## config.mk

```make
export PLATFORM = sky130hd
export DESIGN_NAME = arbiter_wrr_pkt_flat
export DESIGN_NICKNAME = d
export VERILOG_FILES = /design/src/rtl/arbiter_pkg.sv /design/src/rtl/arbiter_wrr_pkt_if.sv /design/src/rtl/arbiter_rr_pick.sv /design/src/rtl/arbiter_wrr_pkt.sv /design/src/flat_wrapper.sv
export SDC_FILE = /design/constraint.sdc
export NUM_CORES = 1
export LEC_CHECK = 0
export ABC_CLOCK_PERIOD_IN_PS = 2100
export BUFFER_PORTS_ARGS = -buffer_cell sky130_fd_sc_hd__buf_2
export CAP_MARGIN = 5
export CORE_UTILIZATION = 25
export CTS_BUF_LIST = sky130_fd_sc_hd__clkbuf_4 sky130_fd_sc_hd__clkbuf_8 sky130_fd_sc_hd__clkbuf_16
export DETAILED_ROUTE_END_ITERATION = 7
export GPL_ROUTABILITY_DRIVEN = 0
export PLACE_DENSITY_LB_ADDON = 0.1
export SLEW_MARGIN = 5
export SYNTH_ARGS = -nofsm -noshare
export SYNTH_HDL_FRONTEND = slang
export SYNTH_SLANG_ARGS = --single-unit
export TNS_END_PERCENT = 5
```

## constraint.sdc

```tcl
create_clock -name clk -period 2.1 [get_ports clk]
set_input_delay 0.315 -clock clk [delete_from_list [all_inputs] [get_ports clk]]
set_output_delay 0.315 -clock clk [all_outputs]
set_load 0.1 [all_outputs]
```

## src/rtl/arbiter_pkg.sv

```systemverilog
// Shared types and helpers for the packet-locking weighted round-robin arbiter.
package arbiter_pkg;

    typedef enum logic {
        IDLE   = 1'b0,
        LOCKED = 1'b1
    } arb_state_t;

    // Index width for N requesters, never narrower than one bit.
    function automatic int idx_width(input int n);
        return (n > 1) ? $clog2(n) : 1;
    endfunction

    function automatic logic [31:0] weight_eff(input logic [31:0] w);
        return (w == '0) ? 32'd1 : w;
    endfunction

endpackage

```

## src/rtl/arbiter_wrr_pkt_if.sv

```systemverilog
// Requester-side and sink-side handshake bundle of the arbiter.
interface arbiter_wrr_pkt_if #(
    parameter int N      = 4,
    parameter int DWIDTH = 20,
    parameter int WWIDTH = 4
);
    localparam int IW = arbiter_pkg::idx_width(N);

    logic [N-1:0]              in_valid;
    logic [N-1:0][DWIDTH-1:0]  in_data;
    logic [N-1:0]              in_last;
    logic [N-1:0]              in_ready;
    logic [N-1:0][WWIDTH-1:0]  weight;
    logic                      out_valid;
    logic [DWIDTH-1:0]         out_data;
    logic                      out_last;
    logic                      out_ready;
    logic [IW-1:0]             grant_id;

    modport slave (
        input  in_valid, in_data, in_last, weight, out_ready,
        output in_ready, out_valid, out_data, out_last, grant_id
    );

    modport master (
        output in_valid, in_data, in_last, weight, out_ready,
        input  in_ready, out_valid, out_data, out_last, grant_id
    );

endinterface

```

## src/rtl/arbiter_rr_pick.sv

```systemverilog
// Combinational round-robin search: first requester at or after ptr, modulo N.
module arbiter_rr_pick #(
    parameter int N  = 4,
    parameter int IW = 2
) (
    input  logic [N-1:0]  req_i,
    input  logic [IW-1:0] ptr_i,
    output logic          found_o,
    output logic [IW-1:0] idx_o
);
    logic [2*N-1:0] req2;
    logic [N-1:0]   rot;
    logic [IW:0]    sum;

    // Doubling the vector makes the rotate valid for non-power-of-2 N.
    always_comb begin
        req2    = {req_i, req_i};
        rot     = req2[ptr_i +: N];
        found_o = 1'b0;
        idx_o   = '0;
        sum     = '0;
        for (int unsigned k = 0; k < N; k++) begin
            if (!found_o && rot[k]) begin
                found_o = 1'b1;
                sum     = (IW+1)'(ptr_i) + (IW+1)'(k);
                idx_o   = (sum >= (IW+1)'(N)) ? IW'(sum - (IW+1)'(N)) : IW'(sum);
            end
        end
    end

endmodule

```

## src/rtl/arbiter_wrr_pkt.sv

```systemverilog
// N-input weighted round-robin arbiter that holds a grant for whole packets,
// with a single registered output stage.
module arbiter_wrr_pkt
    import arbiter_pkg::*;
#(
    parameter int N      = 4,
    parameter int DWIDTH = 20,
    parameter int WWIDTH = 4
) (
    input logic               clk,
    input logic               rst,
    arbiter_wrr_pkt_if.slave  bus
);
    localparam int IW = idx_width(N);

    arb_state_t        state_q;
    logic [IW-1:0]     ptr_q;
    logic [IW-1:0]     grant_q;
    logic [WWIDTH-1:0] credit_q;
    logic              boundary_q;
    logic              out_valid_q;
    logic              out_last_q;
    logic [DWIDTH-1:0] out_data_q;

    logic [N-1:0]      in_ready_c;
    logic              pick_found;
    logic [IW-1:0]     pick_idx;
    logic [IW-1:0]     ptr_wrap;
    logic              out_free;
    logic              cur_valid;
    logic              cur_last;
    logic              accept;

    arbiter_rr_pick #(.N(N), .IW(IW)) u_pick (
        .req_i   (bus.in_valid),
        .ptr_i   (ptr_q),
        .found_o (pick_found),
        .idx_o   (pick_idx)
    );

    assign out_free  = !out_valid_q || bus.out_ready;
    assign cur_valid = bus.in_valid[grant_q];
    assign cur_last  = bus.in_last[grant_q];
    assign accept    = (state_q == LOCKED) && cur_valid && out_free;
    assign ptr_wrap  = (grant_q == IW'(N-1)) ? '0 : grant_q + 1'b1;

    always_comb begin
        in_ready_c = '0;
        if (state_q == LOCKED) begin
            in_ready_c[grant_q] = out_free;
        end
    end

    always_ff @(posedge clk or negedge rst) begin
        if (!rst) begin
            state_q     <= IDLE;
            ptr_q       <= '0;
            grant_q     <= '0;
            credit_q    <= '0;
            boundary_q  <= 1'b1;
            out_valid_q <= 1'b0;
            out_data_q  <= '0;
            out_last_q  <= 1'b0;
        end else begin
            if (accept) begin
                out_valid_q <= 1'b1;
                out_data_q  <= bus.in_data[grant_q];
                out_last_q  <= cur_last;
            end else if (out_valid_q && bus.out_ready) begin
                out_valid_q <= 1'b0;
            end

            unique case (state_q)
                IDLE: begin
                    if (pick_found) begin
                        state_q    <= LOCKED;
                        grant_q    <= pick_idx;
                        credit_q   <= WWIDTH'(weight_eff(32'(bus.weight[pick_idx])));
                        boundary_q <= 1'b1;
                    end
                end
                LOCKED: begin
                    if (accept) begin
                        boundary_q <= cur_last;
                        if (cur_last) begin
                            credit_q <= credit_q - 1'b1;
                            if (credit_q == WWIDTH'(1)) begin
                                state_q <= IDLE;
                                ptr_q   <= ptr_wrap;
                            end
                        end
                    end else if (boundary_q && !cur_valid) begin
                        // Idle at a packet boundary gives up the remaining credit.
                        state_q  <= IDLE;
                        ptr_q    <= ptr_wrap;
                        credit_q <= '0;
                    end
                end
                default: state_q <= IDLE;
            endcase
        end
    end

    assign bus.in_ready  = in_ready_c;
    assign bus.out_valid = out_valid_q;
    assign bus.out_data  = out_data_q;
    assign bus.out_last  = out_last_q;
    assign bus.grant_id  = grant_q;

endmodule

```

## src/flat_wrapper.sv

```systemverilog
// flat-port wrapper written by rule: the top's interface ports become plain ports
module arbiter_wrr_pkt_flat import arbiter_pkg::*;
#(
    parameter int N      = 4,
    parameter int DWIDTH = 20,
    parameter int WWIDTH = 4
)
  (clk, rst, bus_in_valid, bus_in_data, bus_in_last, bus_weight, bus_out_ready, bus_in_ready, bus_out_valid, bus_out_data, bus_out_last, bus_grant_id);
  arbiter_wrr_pkt_if #(.N(N), .DWIDTH(DWIDTH), .WWIDTH(WWIDTH)) bus_i ();
  input logic clk;
  input logic rst;
  input wire logic [$bits(bus_i.in_valid)-1:0] bus_in_valid;
  input wire logic [$bits(bus_i.in_data)-1:0] bus_in_data;
  input wire logic [$bits(bus_i.in_last)-1:0] bus_in_last;
  input wire logic [$bits(bus_i.weight)-1:0] bus_weight;
  input wire logic [$bits(bus_i.out_ready)-1:0] bus_out_ready;
  output wire logic [$bits(bus_i.in_ready)-1:0] bus_in_ready;
  output wire logic [$bits(bus_i.out_valid)-1:0] bus_out_valid;
  output wire logic [$bits(bus_i.out_data)-1:0] bus_out_data;
  output wire logic [$bits(bus_i.out_last)-1:0] bus_out_last;
  output wire logic [$bits(bus_i.grant_id)-1:0] bus_grant_id;
  assign bus_i.in_valid = bus_in_valid;
  assign bus_i.in_data = bus_in_data;
  assign bus_i.in_last = bus_in_last;
  assign bus_i.weight = bus_weight;
  assign bus_i.out_ready = bus_out_ready;
  assign bus_in_ready = bus_i.in_ready;
  assign bus_out_valid = bus_i.out_valid;
  assign bus_out_data = bus_i.out_data;
  assign bus_out_last = bus_i.out_last;
  assign bus_grant_id = bus_i.grant_id;
  arbiter_wrr_pkt #(.N(N), .DWIDTH(DWIDTH), .WWIDTH(WWIDTH)) u_core (.clk(clk), .rst(rst), .bus(bus_i));
endmodule
```

---- After elaboration in Yosys (flattened, before gate mapping) ----
Cells that the tools add are included.
word-level totals
  register bits ........................... 32
  bits in latches ......................... 0
  bits in writable memories ............... 0
  bits in read-only memories .............. 0
  memories kept ........................... 0
operators by class
  add/subtract/negate cells ............... 9
  multiply operators ...................... 0
  div/mod/pow operators ................... 0
  $lt $le $gt $ge ......................... 7
  equal/unequal tests ..................... 8
  shift operators ......................... 1
  mux-type cells .......................... 45
  bitwise logic cells ..................... 2
  reductions and logical operators ........ 21
operators by type and width
  cell                   count
  $bmux W20 S2           1
  $mux W4                7
  $mux W2                13
  $mux W20               1
  $mux W1                16
  $ge A3 B3 Y1 const B   3
  $bmux W4 S2            1
  $logic_and A1 B1 Y1    8
  $pmux W4 S2            1
  $shiftx A8 B3 Y4       1
  $sub A2 B1 Y2 const B  4
  $add A2 B2 Y3 const B  2
  $lt A2 B3 Y1 const B   2
  $ne A3 B3 Y1 const B   2
  $logic_not A1 Y1       5
  $and A4 B4 Y4          1
  $bmux W1 S2            2
  $eq A4 B1 Y1 const B   1
  $logic_not A4 Y1       1
  $ne A2 B1 Y1 const B   2
  $ne A2 B2 Y1 const B   2
  $pmux W1 S2            2
  $reduce_and A2 Y1      2
  $reduce_and A4 Y1      1
  other kinds (11)       12

---- Logic depth before layout (Yosys ltp) ----
Gate-level depths: netlist of the first run.
  word-level depth ........................ 17
  mapped depth ............................ 8

---- By module ----
A second synthesis of the first run with hierarchy kept.
unflattened totals
  cell total of the unflattened synthesis .. 166
  area total of the unflattened synthesis .. 2177.1 sq um
modules (own cells, without submodules)
  module           times used  cells each  area an instance (sq um)  seq. area each (sq um)
  arbiter_wrr_pkt  1           154         2103.3                    802.0
  arbiter_rr_pick  1           12          73.8                      0.0

---- Worst setup path after synthesis of the first run ----
OpenSTA, ideal clock, no wires.
  kind .................................... register -> output
  start ................................... register u_core.grant_q[0] (netlist: u_core.bus.grant_id[0])
  end ..................................... output port bus_in_ready[2]
  arrival time ............................ 2.514 ns
  setup slack ............................. -0.729 ns
  cell stages (with the launch flop) ...... 6
  cell sequence ........................... dfrtp_1 > buf_6 > clkbuf_1 > inv_1 > ha_1 > and3_1
between the ends
  cells in the longest elaborated chain, start to end .. 6
ends and longest elaborated chain
  item                                                                line                   RTL
  from (decl)                                                         arbiter_wrr_pkt.sv:18  logic [IW-1:0] grant_q;
  from (signal assigned)                                              arbiter_wrr_pkt.sv:77  grant_q <= pick_idx;
  $lt A2 B3 Y1 (implied by the code) or $ge A2 B1 Y1 (tied branches)  arbiter_wrr_pkt.sv:50  in_ready_c[grant_q] = out_free;
  $logic_and A1 B1 Y1 (implied by the code)                           arbiter_wrr_pkt.sv:50
  $mux W1 (implied by the code)                                       arbiter_wrr_pkt.sv:50
  $demux W1 S2 *                                                      --
  $and A4 B4 Y4 (no line) *                                           --
  $mux W4 *                                                           arbiter_wrr_pkt.sv:49  if (state_q == LOCKED) begin
  to (decl)                                                           flat_wrapper.sv:17     output wire logic [$bits(bus_i.in_ready)-1:0] bus_in_ready;
Every way passes the cells marked *; elsewhere a longest branch is shown, timed or not.

---- Final worst setup path of the first run ----
  start ................................... register u_core.grant_q[0] (netlist: u_core.bus.grant_id[0])
  end ..................................... output port bus_in_ready[1]
Same word-level chain as after synthesis.

==> flow_summary.ini, run 1 <==
[global_route]
grt.overflow.total = 0
grt_pass1_wl_um = 9350
grt_max_degree = 29
grt_pass1_vias = 1888
antenna_found_initial = 0
grt_util_all_layers_pct = 13.7

[clocking]
ctsRootBufferMaster = clkbuf_8
cts_tree = yes
cts_setup_buffers = 0
cts.clk_slew.worst_paths_ns = 0.07
cts_inserted_buffers = 5
cts_max_path_buffers = 2
htreeDepth = 2
insertion_delay_ns = 0.28
clock-sinks = 32

[cells_and_area]
drive_gt1_share_pct = 67.1
area_growth_syn_to_layout_pct = 46.7
final_nets = 422
finalNonFillerCells = 415
fin_util_pct = 38.2
stdcell_area_sq_um = 3170
final_common_cell = buf_2
antenna_cells = 0
mostFrequentLayoutCells = buf_2 (130), dfrtp_1 (29), mux2_2 (24), mux4_2 (22)

[timing]
rsz0062_at_grt = no
worst_slew_pin_slew_ns = 0.502
fin_tns_setup_ns = 0
timing.fmax_mhz = 515
setup_viol_count_final = 0
hold_viol_final = 0
finalCriticalPeriod_ns = 1.94
skew_ns = 0.00385
relSlewSlack_pct = 66.8
finalCritPeriodShare_pct = 92.4
drv_slew = 0

[pwr]
p_leak_uw = 0.00153
vdd_drop_max_mv = 0.840
p_per_area_nw_per_um2 = 1910
finalPower_uw = 6060

[synthesis]
synth_area_sq_um = 2160
ys_warn_count = 0
ys.flop_type = dfrtp_1
synth-edff-count = 0
synth-seq-cells = 32
synth_nets = 280
ys_types = 32
synthArstFlopShare_pct = 100
syn_avg_cell_area_sq_um = 12.9
seq_area_frac_synth_pct = 37.1
synth_cells = 167

[worst_setup_path]
cpPeakStageDelay_ns = 0.51
cp.depth = 4
cp_cell_sequence = buf_6 > ha_1 > and3_2 > clkbuf_4
critPathArrivalTime_ns = 1.63
slowest_stage = dfrtp_4
ff2ff_setup_slack_ns = 0.16
cp.required_ns = 1.78
cp.buffers_inverters = 2
worstSetupPathType = flop to primary output
cp-end-kind = primary output
critPathLaunchType = flop
r2r_start = u_core.bus.grant_id[0]
crit_fanout = 12
cp-startpoint = u_core.bus.grant_id[0]
reg2reg_depth = 5
critPathTopFamily = flip-flops

[floorplan]
io_pins = 135
num_rows = 33
fp.dieH_um = 95.0
dieArea_sq_um = 9020
die_width_um = 95.0
initial_utilization_pct = 26.0
core_sq_um = 8300

[placement]
dp_cells = 406
dp_hpwl_um = 4860
io_buffer_count = 134
place_area_sq_um = 3040

[hold_path]
hold_class = input pin to flop
hold_path_depth = 3
min_from = bus_out_ready

[drt]
vias = 1932
drcViolationCount = 0
wirelength_um = 5940
drt_pre_antenna_iters = 4
avgRoutedWirePerCell_um = 14.3
drt_iter0_drc = 23
via_per_inst = 4.66
ant_nets = 0

[flow_run]
drv_cap = 0

[status]
status = completed
==> area by class of cell <==
cell class | instances | area (sq um)
Clock buffer | 5 | 68.8
Clock inverter | 3 | 42.5
Fill cell | 841 | 5130
Inverter | 10 | 37.5
Multi-Input combinational cell | 115 | 1260
Sequential cell | 32 | 807
Tap cell | 105 | 131
Timing Repair Buffer | 145 | 820
==> worst min-delay path, stage by stage <==
cell and delay [ns]:
buf_2 0.07, nand2b_1 0.19, nand2_1 0.07
==> sequential cells by signal, summed over array words and instances, names as in the netlist <==
register,count
u_core.bus.out_data,20
u_core.credit_q,4
u_core.bus.out_last,1
u_core.ptr_q,2
u_core.bus.out_valid,1
u_core.state_q,1
u_core.boundary_q,1
u_core.bus.grant_id,2
==> per-stage QoR <==
| stage | setup WS (ns) | hold WS, ns |
|---|---|---|
| floorplan | -0.125 | 0.0194 |
| global placement | 0.190 | 0.299 |
| detailed placement | 0.167 | 0.309 |
| CTS | 0.0151 | 0.405 |
| global route | 0.0424 | 0.419 |
| finish | 0.159 | 0.396 |
==> synthesized netlist by cell type (all sizes together) (3+ instances only) <==
cell type | instances | share of area (%)
buf | 6 | 2.1
o22a | 3 | 1.2
clkbuf | 4 | 0.69
nand2 | 8 | 1.5
ha | 6 | 3.5
a21oi | 5 | 1.2
mux4 | 22 | 23
nor2 | 9 | 1.6
o21ai | 10 | 2.5
inv | 10 | 1.7
dfrtp | 31 | 36
and3 | 5 | 1.4
mux2 | 25 | 13
mux2i | 10 | 4.6
==> kinds of logic (layout without fill, tap and decap cells) <==
family / Yosys count / in the layout / share of synthesized area (%)
AOI/OAI and AO/OA: 24 / 24 / 7.93
and+or+nand+nor: 28 / 28 / 6.14
adders and majority gates: 6 / 6 / 3.47
DFF: 32 / 32 / 37.1
buffers and inverters: 20 / 163 / 4.57
muxes: 57 / 57 / 40.8
==> power breakdown <==
group | total [uW] | switching (uW) | internal, uW
Clock | 593 | 242 | 351
Combinational | 4340 | 2970 | 1370
Sequential | 1130 | 180 | 945
==> path summary, 6_finish.rpt <==
| kind | to |
|---|---|
| hold reg to reg | u_core.bus.out_data[16] |
| min in group asynchronous | u_core.bus.out_data[4] |
| setup / recovery | bus_in_ready[1] |
| setup reg to reg | u_core.ptr_q[1] |
| hold / removal | u_core.bus.out_valid |
| max in group asynchronous | u_core.bus.out_data[12] |
==> repair_timing <==
item,in CTS,in global routing
endpoints found under the hold margin,2,0
hold buffers,1,0
setup endpoints to repair,0,3
gates resized for setup,0,2
==> per-layer routing <==
metal	global-route usage (%)	routed length, um	vias to the layer above
li1	-	-	921
met1	17.3	2450	909
met2	21.8	2800	96
met3	4.99	614	6
met4	4.29	73	0
met5	0	0	-
Power figures use the tool's default switching activity.
==> run 2, diff against run 1 <==
- ABC_CLOCK_PERIOD_IN_PS: 2100 -> 2160
- MAX_ROUTING_LAYER: not set -> met4
- clock period: 2.1 -> 2.16 ns (I/O delays scaled with it)
==> flow_summary.ini, run 2 (synthesized netlist as in run 1, its figures left out) <==
[status]
status = completed

[placement]
post-place-ws_ns = 0.139
dp_cells = 405
dp_hpwl_um = 4870
io_buffer_count = 134

[floorplan]
fp.dieH_um = 95.0
die_width_um = 95.0
dieArea_sq_um = 9020
initial_utilization_pct = 26.0
core_sq_um = 8300
io_pins = 135
num_rows = 33

[global_route]
grt_pass1_wl_um = 9480
grt.overflow.total = 0
antenna_found_initial = 0
grt_util_all_layers_pct = 14.2
grt_max_degree = 24
grt_pass1_vias = 1937

[worst_setup_path]
cp.buffers_inverters = 2
critPathTopFamily = buffers and inverters
cp-end-kind = primary output
reg2reg_depth = 4
critPathLaunchType = flop
cpPeakStageDelay_ns = 0.42
worstSetupPathType = flop to primary output
cp_cell_sequence = buf_4 > ha_1 > and3_2 > buf_2
critPathArrivalTime_ns = 1.71
cp.required_ns = 1.84
slowest_stage = buf_2
ff2ff_setup_slack_ns = 0.15
crit_fanout = 14
cp.depth = 4

[clocking]
cts_inserted_buffers = 5
insertion_delay_ns = 0.28
cts.clk_slew.worst_paths_ns = 0.07
cts_tree = yes
cts_hold_buf = 0
cts_setup_buffers = 0
htreeDepth = 2
cts_max_path_buffers = 2
postCtsResizedCells = 0
ctsRootBufferMaster = clkbuf_8
clock-sinks = 32

[pwr]
intPower_uw = 2650
swShare_pct = 55.5
p_clk_share_pct = 10.6
p_leak_uw = 0.00153
pwr-share-comb_pct = 71.1
seq_power_share_pct = 18.3
p_per_area_nw_per_um2 = 1880
switchingPower_uw = 3300
vdd_drop_max_mv = 0.820

[cells_and_area]
final_common_cell = buf_2
mostFrequentLayoutCells = buf_2 (131), dfrtp_1 (29), mux2_2 (24), mux4_2 (22)
finalNonFillerCells = 413
largest_register_ffs = 20
drive_gt1_share_pct = 67.2
antenna_cells = 0
fillers = 841
final_nets = 420
area_growth_syn_to_layout_pct = 46.3

[timing]
relSlewSlack_pct = 65.9
setup_viol_count_final = 0
finalCriticalPeriod_ns = 2.03
rsz0062_at_grt = no
finalHoldWorstSlack_ns = 0.0109
skew_ns = 0.00462
setup_ws_ns = 0.129
worst_slew_pin_slew_ns = 0.511
hold_viol_final = 0
timing.fmax_mhz = 492
finalCritPeriodShare_pct = 94.0
drv_slew = 0

[drt]
drt_iter0_drc = 40
ant_nets = 0
drt_pre_antenna_iters = 4
drcViolationCount = 0
wirelength_um = 6020
via_per_inst = 4.65
vias = 1920
avgRoutedWirePerCell_um = 14.6

[hold_path]
hold_class = input pin to async pin

[flow_run]
drv_cap = 0
## run 2: changes by cell type in the layout (fill, tap and decap cells not counted), sizes merged
cell         previous run  this run
clkbuf                  6         7
clkinv                  1         0
clkinvlp                1         0
dlygate4sd3             1         0
## run 2: routing by layer
| layer | up-vias | global-route usage [%] | part of all wire (%) |
|---|---|---|---|
| li1 | 917 | - | - |
| met1 | 906 | 19.3 | 45 |
| met2 | 93 | 21.8 | 47 |
| met3 | 4 | 2.82 | 6.5 |
| met4 | 0 | 3.41 | 0.75 |
| met5 | - | - | 0 |
## run 2: path summary, 6_finish.rpt
kind                                          from                      end
max in group asynchronous                      rst     u_core.bus.out_valid
max reg2reg                 u_core.bus.grant_id[0]          u_core.ptr_q[1]
max                         u_core.bus.grant_id[0]          bus_in_ready[1]
min reg2reg                u_core.bus.out_data[16]  u_core.bus.out_data[16]
min                                            rst  u_core.bus.out_data[10]
min in group clk                     bus_out_ready     u_core.bus.out_valid
## run 2: worst reg2reg max path, delay by kind of cell, from the launching register on
kind	cells	cell delay, ns
AO/OA/AOI/OAI	1	0.31
multiplexers	2	0.92
buffers and inverters	1	0.26
flip-flops	1	0.41
## run 2: cell type report
| class | count | area, sq um | area share (%) |
|---|---|---|---|
| repair buffers | 143 | 796 | 25.2 |
| clock buffers | 7 | 96.3 | 3.05 |
| well taps | 105 | 131 | 4.16 |
| multi-input cells | 115 | 1260 | 40.0 |
| flip-flops and latches | 32 | 807 | 25.5 |
| inverters | 10 | 37.5 | 1.19 |
| clock inverters | 1 | 30.0 | 0.950 |
## run 2: metrics by stage
step	utilization [%]	total power (uW)	area (sq um)	TNS (ns)
floorplan	-	4530	2170	-1.06
global placement	36.6	5360	3040	0
detailed placement	36.6	5380	3040	0
CTS	38.1	6040	3160	0
global route	38.1	6300	3160	0
finish	38.1	5950	3160	0
## run 2: power groups by stage
stage                     clock (uW)  combinational, uW  sequential (uW)
final                            632               4230             1090
after global routing             680               4490             1130
after CTS                        658               4290             1090
after detailed placement           0               4290             1090
after global placement             0               4270             1090
after floorplan                    0               1760             2770
